[config.mk]
export PLATFORM = sky130hd
export DESIGN_NAME = silent_step_scheduler
export DESIGN_NICKNAME = d
export VERILOG_FILES = /design/src/rtl/silent_step_scheduler.sv
export SDC_FILE = /design/constraint.sdc
export NUM_CORES = 2
export LEC_CHECK = 0
export CORE_MARGIN = 2
export CORE_UTILIZATION = 42
export CTS_CLUSTER_DIAMETER = 200
export DETAILED_ROUTE_END_ITERATION = 8
export GPL_TIMING_DRIVEN = 0
export PLACE_DENSITY_LB_ADDON = 0.08
export SLEW_MARGIN = 20
export SYNTH_ARGS = -nofsm -noshare
export SYNTH_HDL_FRONTEND = slang
export SYNTH_SLANG_ARGS = --single-unit
export TNS_END_PERCENT = 5
[constraint.sdc]
create_clock -name CLK -period 18.4 [get_ports CLK]
set_clock_uncertainty 0.2 [all_clocks]
set_input_delay 5.52 -clock CLK [delete_from_list [all_inputs] [get_ports CLK]]
set_output_delay 5.52 -clock CLK [all_outputs]
set_load 0.1 [all_outputs]
[src/rtl/silent_step_scheduler.sv]
// Silent-mode sweeper: on each UPDATE, moves every transducer's duty/phase toward its target by at most STEP.
// Optional macro SILENT_BYPASS_EN adds a BYPASS input that loads targets directly while still tracking them.
module silent_step_scheduler #(
    parameter int NUM_TRANS = 249,
    parameter int ADDR_W    = 8
) (
    input  logic              CLK,
    input  logic              RST_N,
    input  logic              UPDATE,
    input  logic [7:0]        STEP,
`ifdef SILENT_BYPASS_EN
    input  logic              BYPASS,
`endif
    output logic [ADDR_W-1:0] TGT_ADDR,
    input  logic [15:0]       TGT_DATA,
    output logic              OUT_VALID,
    output logic [ADDR_W-1:0] OUT_IDX,
    output logic [7:0]        OUT_DUTY,
    output logic [7:0]        OUT_PHASE,
    output logic              BUSY,
    output logic              OVERRUN,
    input  logic              CLR_OVERRUN
);

    typedef enum logic [2:0] {
        ST_INIT = 3'd0,
        ST_IDLE = 3'd1,
        ST_RD   = 3'd2,
        ST_WAIT = 3'd3,
        ST_WR   = 3'd4
    } state_t;

    localparam logic [ADDR_W-1:0] LAST_IDX = ADDR_W'(NUM_TRANS - 1);

    // Linear step that clamps at the target instead of overshooting or wrapping.
    function automatic logic [7:0] step_duty(input logic [7:0] cur, input logic [7:0] tgt,
                                             input logic [7:0] step);
        logic [8:0] diff;
        logic [8:0] mag;
        logic [7:0] res;
        diff = {1'b0, tgt} - {1'b0, cur};
        mag  = diff[8] ? (9'd0 - diff) : diff;
        if (mag <= {1'b0, step}) begin
            res = tgt;
        end else if (diff[8]) begin
            res = cur - step;
        end else begin
            res = cur + step;
        end
        return res;
    endfunction

    // Circular step along the shorter arc; a half-turn distance moves forward.
    function automatic logic [7:0] step_phase(input logic [7:0] cur, input logic [7:0] tgt,
                                              input logic [7:0] step);
        logic [7:0] d;
        logic [7:0] back;
        logic [7:0] mv;
        logic [7:0] res;
        d    = tgt - cur;
        back = 8'd0 - d;
        mv   = 8'd0;
        if (d == 8'd0) begin
            res = cur;
        end else if (d <= 8'd128) begin
            mv  = (d < step) ? d : step;
            res = cur + mv;
        end else begin
            mv  = (back < step) ? back : step;
            res = cur - mv;
        end
        return res;
    endfunction

    state_t              state_r;
    state_t              state_nxt_s;
    logic [ADDR_W-1:0]   idx_r;
    logic [ADDR_W-1:0]   idx_nxt_s;
    logic                accept_s;
    logic                mem_we_s;
    logic [15:0]         mem_wdata_s;
    logic [15:0]         cur_mem [0:NUM_TRANS-1];
    logic [15:0]         cur_rd_r;
    logic [7:0]          step_r;
    logic [7:0]          new_duty_s;
    logic [7:0]          new_phase_s;
    logic                busy_r;
    logic                ovr_r;
    logic [ADDR_W-1:0]   tgt_addr_r;
    logic                out_valid_r;
    logic [ADDR_W-1:0]   out_idx_r;
    logic [7:0]          out_duty_r;
    logic [7:0]          out_phase_r;

`ifdef SILENT_BYPASS_EN
    logic                bypass_r;

    // Bypass option captured with STEP at sweep start.
    always_ff @(posedge CLK or negedge RST_N) begin
        if (!RST_N) begin
            bypass_r <= 1'b0;
        end else if (accept_s) begin
            bypass_r <= BYPASS;
        end
    end

    assign new_duty_s  = bypass_r ? TGT_DATA[15:8] : step_duty(cur_rd_r[15:8], TGT_DATA[15:8], step_r);
    assign new_phase_s = bypass_r ? TGT_DATA[7:0]  : step_phase(cur_rd_r[7:0], TGT_DATA[7:0], step_r);
`else
    assign new_duty_s  = step_duty(cur_rd_r[15:8], TGT_DATA[15:8], step_r);
    assign new_phase_s = step_phase(cur_rd_r[7:0], TGT_DATA[7:0], step_r);
`endif

    // Next-state, index and current-RAM write control.
    always_comb begin
        state_nxt_s = state_r;
        idx_nxt_s   = idx_r;
        accept_s    = 1'b0;
        mem_we_s    = 1'b0;
        mem_wdata_s = 16'h0000;
        case (state_r)
            ST_INIT: begin
                mem_we_s = 1'b1;
                if (idx_r == LAST_IDX) begin
                    state_nxt_s = ST_IDLE;
                    idx_nxt_s   = '0;
                end else begin
                    idx_nxt_s = idx_r + ADDR_W'(1);
                end
            end
            ST_IDLE: begin
                if (UPDATE) begin
                    state_nxt_s = ST_RD;
                    idx_nxt_s   = '0;
                    accept_s    = 1'b1;
                end else begin
                    state_nxt_s = ST_IDLE;
                end
            end
            ST_RD: begin
                state_nxt_s = ST_WAIT;
            end
            ST_WAIT: begin
                mem_we_s    = 1'b1;
                mem_wdata_s = {new_duty_s, new_phase_s};
                state_nxt_s = ST_WR;
            end
            ST_WR: begin
                if (idx_r == LAST_IDX) begin
                    state_nxt_s = ST_IDLE;
                    idx_nxt_s   = '0;
                end else begin
                    state_nxt_s = ST_RD;
                    idx_nxt_s   = idx_r + ADDR_W'(1);
                end
            end
            default: begin
                state_nxt_s = ST_INIT;
                idx_nxt_s   = '0;
            end
        endcase
    end

    // State, index and busy flag; busy is high whenever the FSM is anywhere but IDLE.
    always_ff @(posedge CLK or negedge RST_N) begin
        if (!RST_N) begin
            state_r <= ST_INIT;
            idx_r   <= '0;
            busy_r  <= 1'b1;
        end else begin
            state_r <= state_nxt_s;
            idx_r   <= idx_nxt_s;
            busy_r  <= (state_nxt_s != ST_IDLE);
        end
    end

    // Current-value RAM write port; contents survive reset and are cleared only by INIT.
    always_ff @(posedge CLK) begin
        if (mem_we_s) begin
            cur_mem[idx_r] <= mem_wdata_s;
        end
    end

    // Current-value read, launched in RD alongside the target address.
    always_ff @(posedge CLK or negedge RST_N) begin
        if (!RST_N) begin
            cur_rd_r <= 16'h0000;
        end else if (state_r == ST_RD) begin
            cur_rd_r <= cur_mem[idx_r];
        end
    end

    // STEP is frozen for the whole sweep.
    always_ff @(posedge CLK or negedge RST_N) begin
        if (!RST_N) begin
            step_r <= 8'd0;
        end else if (accept_s) begin
            step_r <= STEP;
        end
    end

    // Target address is presented for the RD cycle of each transducer.
    always_ff @(posedge CLK or negedge RST_N) begin
        if (!RST_N) begin
            tgt_addr_r <= '0;
        end else if (state_nxt_s == ST_RD) begin
            tgt_addr_r <= idx_nxt_s;
        end
    end

    // Result registered at the end of WAIT so it is visible during WR.
    always_ff @(posedge CLK or negedge RST_N) begin
        if (!RST_N) begin
            out_valid_r <= 1'b0;
            out_idx_r   <= '0;
            out_duty_r  <= 8'd0;
            out_phase_r <= 8'd0;
        end else begin
            out_valid_r <= (state_r == ST_WAIT);
            if (state_r == ST_WAIT) begin
                out_idx_r   <= idx_r;
                out_duty_r  <= new_duty_s;
                out_phase_r <= new_phase_s;
            end
        end
    end

    // Sticky overrun; a new overrun beats a simultaneous clear.
    always_ff @(posedge CLK or negedge RST_N) begin
        if (!RST_N) begin
            ovr_r <= 1'b0;
        end else if (UPDATE && busy_r) begin
            ovr_r <= 1'b1;
        end else if (CLR_OVERRUN) begin
            ovr_r <= 1'b0;
        end
    end

    assign TGT_ADDR  = tgt_addr_r;
    assign OUT_VALID = out_valid_r;
    assign OUT_IDX   = out_idx_r;
    assign OUT_DUTY  = out_duty_r;
    assign OUT_PHASE = out_phase_r;
    assign BUSY      = busy_r;
    assign OVERRUN   = ovr_r;

endmodule

[After elaboration in Yosys (flattened, before gate mapping)]
Memory sizes are Yosys's and may differ from the RTL's. A register that Yosys moved wholly into a read port is not among the register bits.
Cells that the tools add are included.
Word-level totals
  memories: 1
  bits in registers: 54
  output and inout port bits: 35
  RAM bits: 3984
  word-level logic and storage cells: 61
  input port bits: 28
Memories
  cur_mem: words 249, width 16, rd ports 1, clocked after Yosys merged registers in 1, write ports 1, line 82  | logic [15:0] cur_mem [0:NUM_TRANS-1];
Operators by class
  reductions and logical operators: 8
  eq/ne operators: 7
  magnitude comparators: 4
  multiplexer cells: 22
  add/subtract/negate cells: 9
Operators by type and width (number)
  $mux W8: 8
  $pmux W8 S3: 1
  $sub A8 B8 Y8: 3
  $add A8 B8 Y8: 2
  $lt A8 B8 Y1: 2
  $mux W16: 1
  $pmux W3 S5: 1
  $eq A3 B2 Y1 const B: 3
  $le A9 B8 Y1: 1
  $mux W9: 1
  $sub A1 B9 Y9 const A: 1
  $sub A8 B8 Y9: 1
  $add A8 B1 Y8 const B: 1
  $eq A8 B8 Y1 const B: 1
  $le A8 B8 Y1 const B: 1
  $logic_not A8 Y1: 1
  $sub A1 B8 Y8 const A: 1
  $mux W1: 7
  $reduce_or A2 Y1: 3
  $mux W2: 2
  $eq A3 B1 Y1 const B: 1
  $eq A3 B3 Y1 const B: 1
  $logic_not A3 Y1: 1
  $mux W3: 1
  other kinds (4): 4

[Logic depth before layout (Yosys ltp)]
  depth in word-level cells: 8
  gate-level depth with buffers: 30
  mapped depth without buffers: 29

[Worst setup path before layout]
No wires, ideal clock.
  kind: input-to-reg
  from: in TGT_DATA[0]
  to: mem cur_mem[0][5] (data pin)
  buffers on the path: 1
  slack: -4.518 ns
  arrival: 20.516 ns
  data required time: 15.998 ns
  stages on the path: 26
  setup time: 2.202 ns
  cell sequence: inv_1 -> ha_1 -> fa_1 -> nand2b_1 -> a21oi_1 -> xor2_1 -> nor4_1 -> nand3_1 -> and2_1 -> ha_1 -> a21oi_1 -> o21ai_0 -> a21oi_1 -> clkbuf_1 -> o21ai_0 -> ha_1 -> xor2_1 -> nand2_1 -> o21ai_0 -> ha_1 -> a21oi_1 -> a21boi_0 -> o21ai_0 -> nor2b_1 -> xor2_1 -> a211oi_1
Between the ends
  cells in the longest elaborated chain, start to end: 8
  elaborated cells on any way between the ends: 13
  classes of those cells: add/sub: 4; order compare: 3; mux: 5; reduce/logical: 1
RTL lines
  from (decl): line 15  | input logic [15:0] TGT_DATA,
  $sub A8 B8 Y8 *: line 60  | d = tgt - cur;
  $sub A1 B8 Y8: line 61  | back = 8'd0 - d;
  $lt A8 B8 Y1: line 69  | mv = (back < step) ? back : step;
  $mux W8: line 69
  $sub A8 B8 Y8: line 70  | res = cur - mv;
  $mux W8: line 65  | end else if (d <= 8'd128) begin
  $mux W8 *: line 63  | if (d == 8'd0) begin
  $mux W16 *: line 121  | case (state_r)
  named net mem_wdata_s[5]: line 81  | logic [15:0] mem_wdata_s;
  to (decl): line 82
The timed path passes the listed nets; every way through them passes the cells marked *.

[Final worst setup path]
  from: in TGT_DATA[0]
  to: mem cur_mem[152][5] (data pin)
The elaborated chain is that of the path after synthesis.

==> summary.md <==
| Metric | Value |
|---|---|
| Synth top area share | `75.8%` |
| Yosys cell types | `between 60 and 70` |
| CTS Hold Bufs | `0` |
| Count of final setup violators | `0` |
| Avg WL per Cell | `54.5 um` |
| Fin. Hold Viols | `0` |
| Clock tree sinks | `between 4000 and 5000` |
| Final period utilization | `between 70 and 80%` |
| Crit path required time | `roughly 19000 ps` |
| CTS tree | `yes` |
| FILL cells | `between 20000 and 30000` |
| P&R area growth vs syn | `21.4%` |
| Ys Warns | `0` |
| CP max stage delay | `approximately 800 ps` |
| CP most frequent cell | `buf_8` |
| Die Wd | `about 600 um` |
| Sequential element share of the synthesized area | `approximately three quarters` |
| Detailed Routing Iterations Pass 1 | `5` |
| RSZ-0062 raised after global routing | `false` |
| Syn Nets | `around 6900` |
| Worst slew pin tran | `1290 ps` |
| Top cells by count, synth | `edfxtp_1, mux4_2, nor2_1, clkbuf_1, nand2_1` |
| Port Buf Inserts | `62` |
| Slew Viols, Final | `0` |
| F_max | `70.0 MHz` |
| Total I/O pin count | `63` |
| Data arrival time of the critical path | `about 15000 ps` |
| Gr usage total | `37.6%` |
| First-pass GRT wire length | `approximately 900 mm` |
| Status | `finished, final reports clean` |
| Via density | `about 6.8` |
| Area used by multi-input combinational logic | `between 0.03 and 0.04 mm2` |
| Post CTS Setup Buffer Count | `0` |
| Final worst slack | `between 4000 and 5000 ps` |
| Via Count | `slightly below 90000` |
| Largest cells by area after synthesis | `edfxtp_1, mux4_2, dfrtp_1` |
| Placed Cells | `roughly 12000` |
| Finished Core Util | `51.1%` |
| Peak VDD IR | `around 0.13 mV` |
| Largest net degree at the start of global routing | `81` |
| Core area | `roughly 0.37 mm2` |
| Cell with the most instances after synthesis | `edfxtp_1` |
| Fraction of layout cells with a size suffix above 1 | `35.9%` |
| Gpl congestion | `1.05` |
| Worst hold margin | `279 ps` |
| Top delay family on crit path | `compound AO/OA/AOI/OAI gates` |
| Setup crit end kind | `register` |
| Worst Hold Class | `reg -> reg` |
| Non-filler cells, final | `~13000` |
| CTS root buf | `clkbuf_16` |
| Drt initial violations | `between 15000 and 20000` |
| Syn Area/Cell | `23.1 um2` |
| Post-synth EDFFs | `between 3000 and 4000` |
| Overflow after GRT | `0` |
| Leak | `between 60 and 70 nW` |
| Die height | `617 um` |
| Dpl hpwl | `between 500 and 600 mm` |
| Vias in the first global route | `82100` |
| Initial antenna violation count | `~110` |
| # DRC | `0` |
| Sequential cell area | `between 0.1 and 0.15 mm2` |
| Worst skew pair latency | `approximately 1100 ps` |
| Max_slew headroom | `a little over an eighth` |
| CTS buffer count | `roughly 430` |
| Nets@finish | `~7900` |
| Buf+Inv Stages, Crit Path | `11` |
| Htree depth | `5` |
| Startpoint Class | `input port` |
| Reg clk slew, reported paths | `~60 ps` |
| Dpl ws | `between 3000 and 4000 ps` |
| Crit-path slowest cell | `xor2_1` |
| Synth Cell Area | `between 0.15 and 0.2 mm2` |
| Rows | `225` |
| Total routed wirelength | `between 700 and 800 mm` |
| Clk buf depth | `4` |
| Post-CTS sizing | `0` |
| Predominant post-synthesis flop cell | `edfxtp_1` |
| Max-cap violation count | `0` |
| Remaining antenna violation count | `0` |
| Largest area contributor in the netlist | `edfxtp_1` |
| Setup_tns | `0 ps` |
| Starting density of the core | `42.1%` |
| Die area | `approximately 0.38 mm2` |
| Kind of critical path | `in -> reg` |
| Post-synth ARST share | `about 1.7%` |
| Register bit total from synthesis | `4054` |
| Final min period | `~14000 ps` |
| CP max FO | `21` |
| PD cells | `between 150 and 200 mW/mm2` |
| Gate Count Post-Synth | `around 6800` |
==> report_power, final <==
group          total [W]  switching, W  internal, W
sequential        0.0122      0.000103       0.0121
combinational     0.0147        0.0102      0.00447
clock            0.00870       0.00379      0.00491
==> state kept, by name (all words and copies together) (netlist names) <==
signal / flops
cur_mem: 3984
cur_rd_r: 16
OUT_DUTY: 8
OUT_IDX: 8
OUT_PHASE: 8
TGT_ADDR: 8
idx_r: 8
step_r: 8
state_r: 3
BUSY: 1
OUT_VALID: 1
OVERRUN: 1
==> layout make-up <==
cell class                      count  share of cell area [%]
Inverter                           51                  0.0999
Sequential cell                  4054                    63.3
Multi-Input combinational cell   2348                    19.1
Tap cell                         4994                    3.26
Timing Repair Buffer              541                    5.81
Clock buffer                      563                    6.02
Buffer                            373                    1.12
Antenna cell                       32                  0.0418
Clock inverter                    239                    1.18
==> layer usage <==
metal | routed length (um) | global-route usage, % | share of wire [%]
met1 | 258000 | 49.3 | 36
met2 | 309000 | 54.1 | 43
met3 | 97400 | 13.0 | 14
met4 | 53400 | 22.8 | 7.4
met5 | 762 | 0.694 | 0.11
==> cell families after synthesis <==
kind of cell             after synthesis  share of synthesized area [%]
flip-flops                          4054                           76.9
multiplexers                        1306                           18.1
AND/OR/NAND/NOR                      656                           1.79
buffers and inverters                424                           1.23
AO/OA/AOI/OAI                        274                           1.15
adder cells (fa/ha/maj)               64                          0.526
XOR/XNOR                              48                          0.280
==> final timing paths <==
kind                                             endpoint  slack (ps)  depth (start not counted)                      from
max in group asynchronous         TGT_ADDR[4]$_DFFE_PN0N_       13140                          2                     RST_N
worst max-delay path            cur_mem[152][5]$_DFFE_PP_        4120                         35               TGT_DATA[0]
worst max register to register  cur_mem[152][5]$_DFFE_PP_        8700                         33   cur_rd_r[0]$_DFFE_PN0P_
min in group asynchronous          OUT_IDX[6]$_DFFE_PN0P_        4130                          1                     RST_N
worst min-delay path             OUT_PHASE[6]$_DFFE_PN0P_         280                          1  OUT_PHASE[6]$_DFFE_PN0P_
worst min register to register   OUT_PHASE[6]$_DFFE_PN0P_         280                          1  OUT_PHASE[6]$_DFFE_PN0P_
==> cells in the final DEF, fill, tap and decap left out, types with 12 or more instances in the layout <==
cell type	count
a21o_1	13
a21oi_1	51
a22oi_1	27
a31oi_1	12
a32oi_1	17
buf_12	148
buf_16	229
buf_2	107
buf_4	61
buf_6	59
buf_8	44
bufinv_16	35
clkbuf_1	165
clkbuf_16	438
clkbuf_2	93
clkbuf_4	56
clkdlybuf4s50_1	61
clkinv_1	109
clkinv_2	63
dfrtp_1	69
diode_2	32
edfxtp_1	3984
ha_1	60
inv_1	49
mux2_2	18
mux2i_1	47
mux4_2	1240
nand2_1	144
nand3_1	72
nand4_1	17
nor2_1	73
nor2_4	248
nor2b_1	21
nor3_1	18
o211ai_1	12
o21ai_0	59
xnor2_1	35
==> per-stage QoR <==
stage / cell area, um2 / total power [W]
4_1_cts: 192000 / 0.0351
3_3_place_gp: 165000 / 0.0262
6_report: 192000 / 0.0356
3_5_place_dp: 178000 / 0.0266
2_1_floorplan: 158000 / 0.0191
5_1_grt: 192000 / 0.0359
(Power assumes the default switching activity.)
